File: config.mk
export PLATFORM = sky130hd
export DESIGN_NAME = rc4_frame_packer
export DESIGN_NICKNAME = d
export VERILOG_FILES = /design/src/rtl/rc4_frame_packer.sv
export SDC_FILE = /design/constraint.sdc
export NUM_CORES = 1
export LEC_CHECK = 0
export ABC_AREA = 1
export ABC_CLOCK_PERIOD_IN_PS = 9300
export BUFFER_PORTS_ARGS = -buffer_cell sky130_fd_sc_hd__buf_4
export CAP_MARGIN = 20
export CORE_MARGIN = 1
export CORE_UTILIZATION = 42
export CTS_CLUSTER_DIAMETER = 100
export CTS_CLUSTER_SIZE = 30
export DETAILED_ROUTE_END_ITERATION = 7
export HOLD_SLACK_MARGIN = 0.08
export PLACE_DENSITY = 0.61
export SYNTH_ARGS = -nofsm -noshare
export SYNTH_HDL_FRONTEND = slang
export SYNTH_SLANG_ARGS = --single-unit
File: constraint.sdc
create_clock -name clk -period 9.3 [get_ports clk]
set_input_delay 1.86 -clock clk [delete_from_list [all_inputs] [get_ports clk]]
set_output_delay 1.86 -clock clk [all_outputs]
set_load 0.02 [all_outputs]
File: src/rtl/rc4_frame_packer.sv
// rc4_frame_packer: buffers an unthrottled ciphertext byte stream into messages and
// emits each one as a SYNC/LEN/payload/checksum frame over a valid/ready link.
module rc4_frame_packer #(
  parameter int          DEPTH    = 16,
  parameter int          MAX_LEN  = 16,
  parameter int          LQ_DEPTH = 4,
  parameter logic [7:0]  SYNC     = 8'hA5
) (
  input  logic       clk,
  input  logic       rst,
  input  logic [7:0] in_data,
  input  logic       in_valid,
  input  logic       in_last,
  output logic [7:0] out_data,
  output logic       out_valid,
  input  logic       out_ready,
  output logic       out_last,
  output logic       overflow,
  output logic       busy
);
  localparam int AW = $clog2(DEPTH);
  localparam int LW = $clog2(LQ_DEPTH);
  typedef enum logic [2:0] {S_IDLE, S_SYNC, S_LEN, S_PAY, S_CSUM} state_t;
  logic [7:0]    mem_q [DEPTH];
  logic [7:0]    lq_q [LQ_DEPTH];
  logic [AW:0]   wr_ptr_q, wr_ptr_d, rd_ptr_q, rd_ptr_d, msg_start_q, msg_start_d;
  logic          full_q, full_d;
  logic [7:0]    msg_cnt_q, msg_cnt_d, cnt_inc;
  logic          err_q, err_d, err_now, ovf_q, ovf_d;
  logic [LW-1:0] lq_wr_q, lq_rd_q;
  logic [LW:0]   lq_cnt_q, lq_cnt_d;
  state_t        state_q, state_d;
  logic [7:0]    out_data_q, out_data_d, len_q, len_d, rem_q, rem_d, csum_q, csum_d;
  logic          out_valid_q, out_valid_d, out_last_q, out_last_d;
  logic          wr_en, close, lq_full, commit, fire, avail, start, pop, rd_inc;
  logic          lq_push, lq_pop, lq_empty, active;
  logic [7:0]    next_len, rd_byte;
  assign active   = state_q != S_IDLE;
  assign lq_empty = lq_cnt_q == '0;
  assign wr_en    = in_valid & ~full_q;
  assign cnt_inc  = msg_cnt_q + 8'(wr_en);
  assign close    = in_valid & (in_last | (wr_en & (cnt_inc == 8'(MAX_LEN))));
  assign err_now  = err_q | (in_valid & full_q);
  // the frame being transmitted still occupies one length slot until its checksum goes out
  assign lq_full  = ({1'b0, lq_cnt_q} + (LW+2)'(active)) >= (LW+2)'(LQ_DEPTH);
  assign commit   = close & ~err_now & ~lq_full;
  assign wr_ptr_d    = (close & ~commit) ? msg_start_q : wr_ptr_q + (AW+1)'(wr_en);
  assign msg_start_d = commit ? wr_ptr_q + (AW+1)'(1) : msg_start_q;
  assign msg_cnt_d   = close ? '0 : cnt_inc;
  assign err_d       = ~close & err_now;
  assign ovf_d       = ovf_q | (in_valid & full_q) | (close & ~commit);
  assign rd_ptr_d    = rd_ptr_q + (AW+1)'(rd_inc);
  assign full_d      = (wr_ptr_d - rd_ptr_d) == (AW+1)'(DEPTH);
  assign fire     = out_valid_q & out_ready;
  assign avail    = ~lq_empty | commit;
  assign next_len = lq_empty ? cnt_inc : lq_q[lq_rd_q];
  assign rd_byte  = mem_q[rd_ptr_q[AW-1:0]];
  assign lq_pop   = pop & ~lq_empty;
  assign lq_push  = commit & ~(pop & lq_empty);
  assign lq_cnt_d = lq_cnt_q + (LW+1)'(lq_push) - (LW+1)'(lq_pop);
  always_comb begin
    state_d     = state_q;
    out_data_d  = out_data_q;
    out_valid_d = out_valid_q;
    out_last_d  = out_last_q;
    len_d       = len_q;
    rem_d       = rem_q;
    csum_d      = csum_q;
    start       = 1'b0;
    rd_inc      = 1'b0;
    case (state_q)
      S_IDLE: start = avail;
      S_SYNC: if (fire) begin
        state_d    = S_LEN;
        out_data_d = len_q;
      end
      S_LEN: if (fire) begin
        state_d    = S_PAY;
        out_data_d = rd_byte;
        rd_inc     = 1'b1;
        rem_d      = len_q - 8'd1;
        csum_d     = csum_q ^ rd_byte;
      end
      S_PAY: if (fire) begin
        state_d    = (rem_q == '0) ? S_CSUM : S_PAY;
        out_data_d = (rem_q == '0) ? csum_q : rd_byte;
        out_last_d = rem_q == '0;
        rd_inc     = rem_q != '0;
        rem_d      = (rem_q == '0) ? rem_q : rem_q - 8'd1;
        csum_d     = (rem_q == '0) ? csum_q : csum_q ^ rd_byte;
      end
      S_CSUM: if (fire) begin
        start       = avail;
        state_d     = S_IDLE;
        out_valid_d = 1'b0;
        out_last_d  = 1'b0;
        out_data_d  = '0;
      end
      default: state_d = S_IDLE;
    endcase
    pop = start;
    if (start) begin
      state_d     = S_SYNC;
      out_valid_d = 1'b1;
      out_data_d  = SYNC;
      out_last_d  = 1'b0;
      len_d       = next_len;
      csum_d      = next_len;
    end
  end
  always_ff @(posedge clk) begin
    if (wr_en) mem_q[wr_ptr_q[AW-1:0]] <= in_data;
    if (lq_push) lq_q[lq_wr_q] <= cnt_inc;
  end
  always_ff @(posedge clk or negedge rst) begin
    if (!rst) begin
      wr_ptr_q    <= '0;
      rd_ptr_q    <= '0;
      msg_start_q <= '0;
      full_q      <= 1'b0;
      msg_cnt_q   <= '0;
      err_q       <= 1'b0;
      ovf_q       <= 1'b0;
      lq_wr_q     <= '0;
      lq_rd_q     <= '0;
      lq_cnt_q    <= '0;
      state_q     <= S_IDLE;
      out_data_q  <= '0;
      out_valid_q <= 1'b0;
      out_last_q  <= 1'b0;
      len_q       <= '0;
      rem_q       <= '0;
      csum_q      <= '0;
    end else begin
      wr_ptr_q    <= wr_ptr_d;
      rd_ptr_q    <= rd_ptr_d;
      msg_start_q <= msg_start_d;
      full_q      <= full_d;
      msg_cnt_q   <= msg_cnt_d;
      err_q       <= err_d;
      ovf_q       <= ovf_d;
      lq_wr_q     <= lq_wr_q + LW'(lq_push);
      lq_rd_q     <= lq_rd_q + LW'(lq_pop);
      lq_cnt_q    <= lq_cnt_d;
      state_q     <= state_d;
      out_data_q  <= out_data_d;
      out_valid_q <= out_valid_d;
      out_last_q  <= out_last_d;
      len_q       <= len_d;
      rem_q       <= rem_d;
      csum_q      <= csum_d;
    end
  end
  assign out_data  = out_data_q;
  assign out_valid = out_valid_q;
  assign out_last  = out_last_q;
  assign overflow  = ovf_q;
  assign busy      = (wr_ptr_q != rd_ptr_q) | active;
endmodule

==> parameters.txt <==
Parameter                              Value

Detailed routing
  Detail-routed net length per standard cell ... 16.5 um
  Antenna violation net count after detailed routing ... 0
  DRT Wirelength ... ~23000 um
  Mean number of vias per cell ... approximately 5.1
  Post-route DRC ... 0
  Number of detailed-route iterations in the first pass ... 5
  Violation count after the first detailed-route iteration ... between 500 and 600
  Overall via count from detail_route ... a little over 7000

Timing
  Final TNS setup ... 0 ns
  Pin slew with the least headroom to its limit ... roughly 0.9 ns
  Final WS setup ... approximately 4.5 ns
  Final Skew ... ~0.023 ns
  Number of slew-limit violations in the final report ... 0
  RSZ-0062 raised after global routing ... false
  Fmax achieved ... slightly above 200 MHz
  Fin. Hold Viols ... 0
  Number of endpoints failing setup at the final stage ... 0
  Headroom to the max-slew limit ... a little under 40%
  Minimum clock period after layout ... slightly below 5 ns
  Share of the cycle needed by the critical path after routing ... ~52%
  Worst hold margin ... a little under 0.5 ns

Power
  Total power draw ... slightly below 2 mW
  Max rail drop VDD ... around 0.18 mV
  Leakage ... roughly 4.5 nW
  Power density over the cells ... around 170 nW/um2

CTS
  TritonCTS clock tree ... yes
  Number of levels in the clock H-tree ... 1
  Hold buffer count at cts ... 0
  Clock-pin slew on the worst setup and hold paths ... about 0.11 ns
  Number of buffers created by CTS ... 11
  Buffers inserted during post-CTS setup optimization ... 0
  Insertion delay to the later sink of the worst-skew pair ... 0.48 ns
  Maximum count of clock buffers along a single path ... 3
  Sinks on Clock Net ... between 200 and 250
  Buffer cell driving the clock tree root ... clkbuf_16
  Cells resized by post-CTS repair ... 0

Critical path
  Kind of start point of the critical path ... flop
  Crit Path Category ... flop to primary output
  Required time of the critical path ... about 7.4 ns
  Peak fanout along the critical path ... 21
  CP Data Arrival Time ... roughly 3.0 ns
  Setup crit end kind ... primary output

Synthesis
  Number of synthesis warnings ... 0
  Cell Area, Synth ... 10500 um2
  Top flip-flop cell by instance count after synthesis ... edfxtp_1
  FFs w/ async S/R, synth ... approximately 30%
  Sequential-to-total area share from yosys stat ... between 60% and 70%
  Post-Synthesis Net Count ... 1073
  Synth cell types ... 42
  Post-synthesis average cell area ... between 10 and 15 um2
  EDFF count, synth ... 160
  Cell count after synthesis ... around 1000
  #FFs+latches synth ... 230

Placed design
  Post-placement cell area ... roughly 11000 um2
  Post-detailed-placement half-perimeter wirelength ... between 15000 and 20000 um
  Placer congestion estimate ... 0.832
  Placed Cells ... between 1000 and 1500
  Number of port buffers ... 24
  Post-place setup slack ... approximately 4.1 ns

Cells and area
  Commonest non-fill, non-tap cell in the layout ... nand2_1
  Growth of design area from synthesis to finish ... 7.38%
  Commonest cells after routing, fill and taps aside ... nand2_1, edfxtp_1, inv_1
  Utilization after layout ... 46.3%
  Layout cells sized above 1 ... around 6%
  Layout Cell Area excl Fill ... 11300 um2
  Diode insertion count for antenna repair ... 0
  Layout Cells excl Fill ... 1370
  Final layout net count ... 1076

Global route
  Overflow left after global routing ... 0
  First-pass GRT wire length ... approximately 36000 um
  Antenna violations before repair ... 0
  Overall track demand over capacity in global routing ... between 15 and 20%
  Largest net degree at the start of global routing ... 90
  Via count of the first global-routing pass ... 6537

Floorplanning
  Site Rows ... 57
  I/O pin count ... 25
  Area enclosed by the die boundary ... roughly 26000 um2
  Vertical die dimension ... 160 um
  Core footprint ... around 24000 um2
  Horizontal die dimension ... 160 um
  Starting density of the core ... 43.1%

Status
  Outcome ... complete, no violations

Worst hold path
  Hold Crit Class ... flop to flop

Run
  Count of maximum capacitance violations ... 0
power breakdown:
part	switching (mW)	internal (mW)	total (mW)	leakage [nW]
combinational	0.143	0.0678	0.211	2.06
sequential	0.0292	1.16	1.19	2.30
clock	0.307	0.238	0.545	0.154
total	0.480	1.47	1.95	4.51
critical path, cell delays in order (launching register included):
cell and delay, ns:
dfrtp_1 0.94, clkinv_1 0.83, nor2_1 0.25, nor3_1 0.09, nand4_1 0.18, buf_4 0.19
registers in the layout (all words and copies together) (netlist names), 3 cells and up:
| register | flops |
|---|---|
| lq_q | 32 |
| out_data | 8 |
| msg_start_q | 5 |
| msg_cnt_q | 8 |
| state_q | 3 |
| mem_q | 128 |
| len_q | 8 |
| lq_cnt_q | 3 |
| csum_q | 8 |
| wr_ptr_q | 5 |
| rd_ptr_q | 5 |
| rem_q | 8 |
cell usage after synthesis, types with 2 or more instances:
cell,count,area share [%]
or2_2,2,0.12
inv_2,2,0.071
nor2_1,78,2.8
edfxtp_1,160,46
buf_1,3,0.11
buf_2,3,0.14
nor3_1,6,0.28
clkinv_1,3,0.11
nand3_2,2,0.19
a21o_1,2,0.14
inv_1,127,4.5
nor2_2,2,0.12
ha_1,18,2.1
o32ai_1,8,0.66
a21oi_1,36,1.7
o211ai_1,40,2.8
o21ai_0,80,3.8
buf_4,2,0.14
xor2_1,13,1.1
nand2_4,2,0.21
nand3_1,68,3.2
nand2_1,231,8.2
dfrtp_1,70,17
o21ai_1,4,0.19
clkbuf_1,31,1.1
xnor2_1,17,1.4
nand4_1,16,0.95
layout make-up:
cell class,count,area [um2]
clock buffer,14,308
clock inverter,1,8.76
fill,2310,13100
inverter,133,502
multi-input combinational,638,3320
sequential,230,6560
tap,324,405
timing repair buffer,30,220
worst paths after layout:
path | from | endpoint | slack (ns) | depth (start not counted)
max | rd_ptr_q[2] | busy | 4.48 | 5
min | out_data[0] | out_data[0] | 0.49 | 2
max reg2reg | state_q[0] | full_q | 5.29 | 17
min reg2reg | out_data[0] | out_data[0] | 0.49 | 2
max in group asynchronous | rst | rd_ptr_q[0] | 7.13 | 1
min in group asynchronous | rst | lq_rd_q[1] | 1.51 | 1
per-layer routing:
layer / global-route usage (%) / vias up / part of all wire (%)
li1: - / 3500 / -
met1: 26.3 / 3367 / 48
met2: 28.5 / 149 / 45
met3: 1.94 / 23 / 4.6
met4: 4.63 / 0 / 2.2
met5: 0 / - / 0
cells by family (layout without fill, tap and decap cells):
| family | after synthesis | after routing | share of synthesized area (%) |
|---|---|---|---|
| XOR/XNOR | 30 | 30 | 2.49 |
| buffers and inverters | 173 | 178 | 6.36 |
| AND/OR/NAND/NOR | 413 | 413 | 16.7 |
| AO/OA/AOI/OAI | 176 | 176 | 9.97 |
| flip-flops | 230 | 230 | 62.2 |
| adder cells (fa/ha/maj) | 19 | 19 | 2.33 |
No activity file was read; power rests on OpenSTA's default activity.
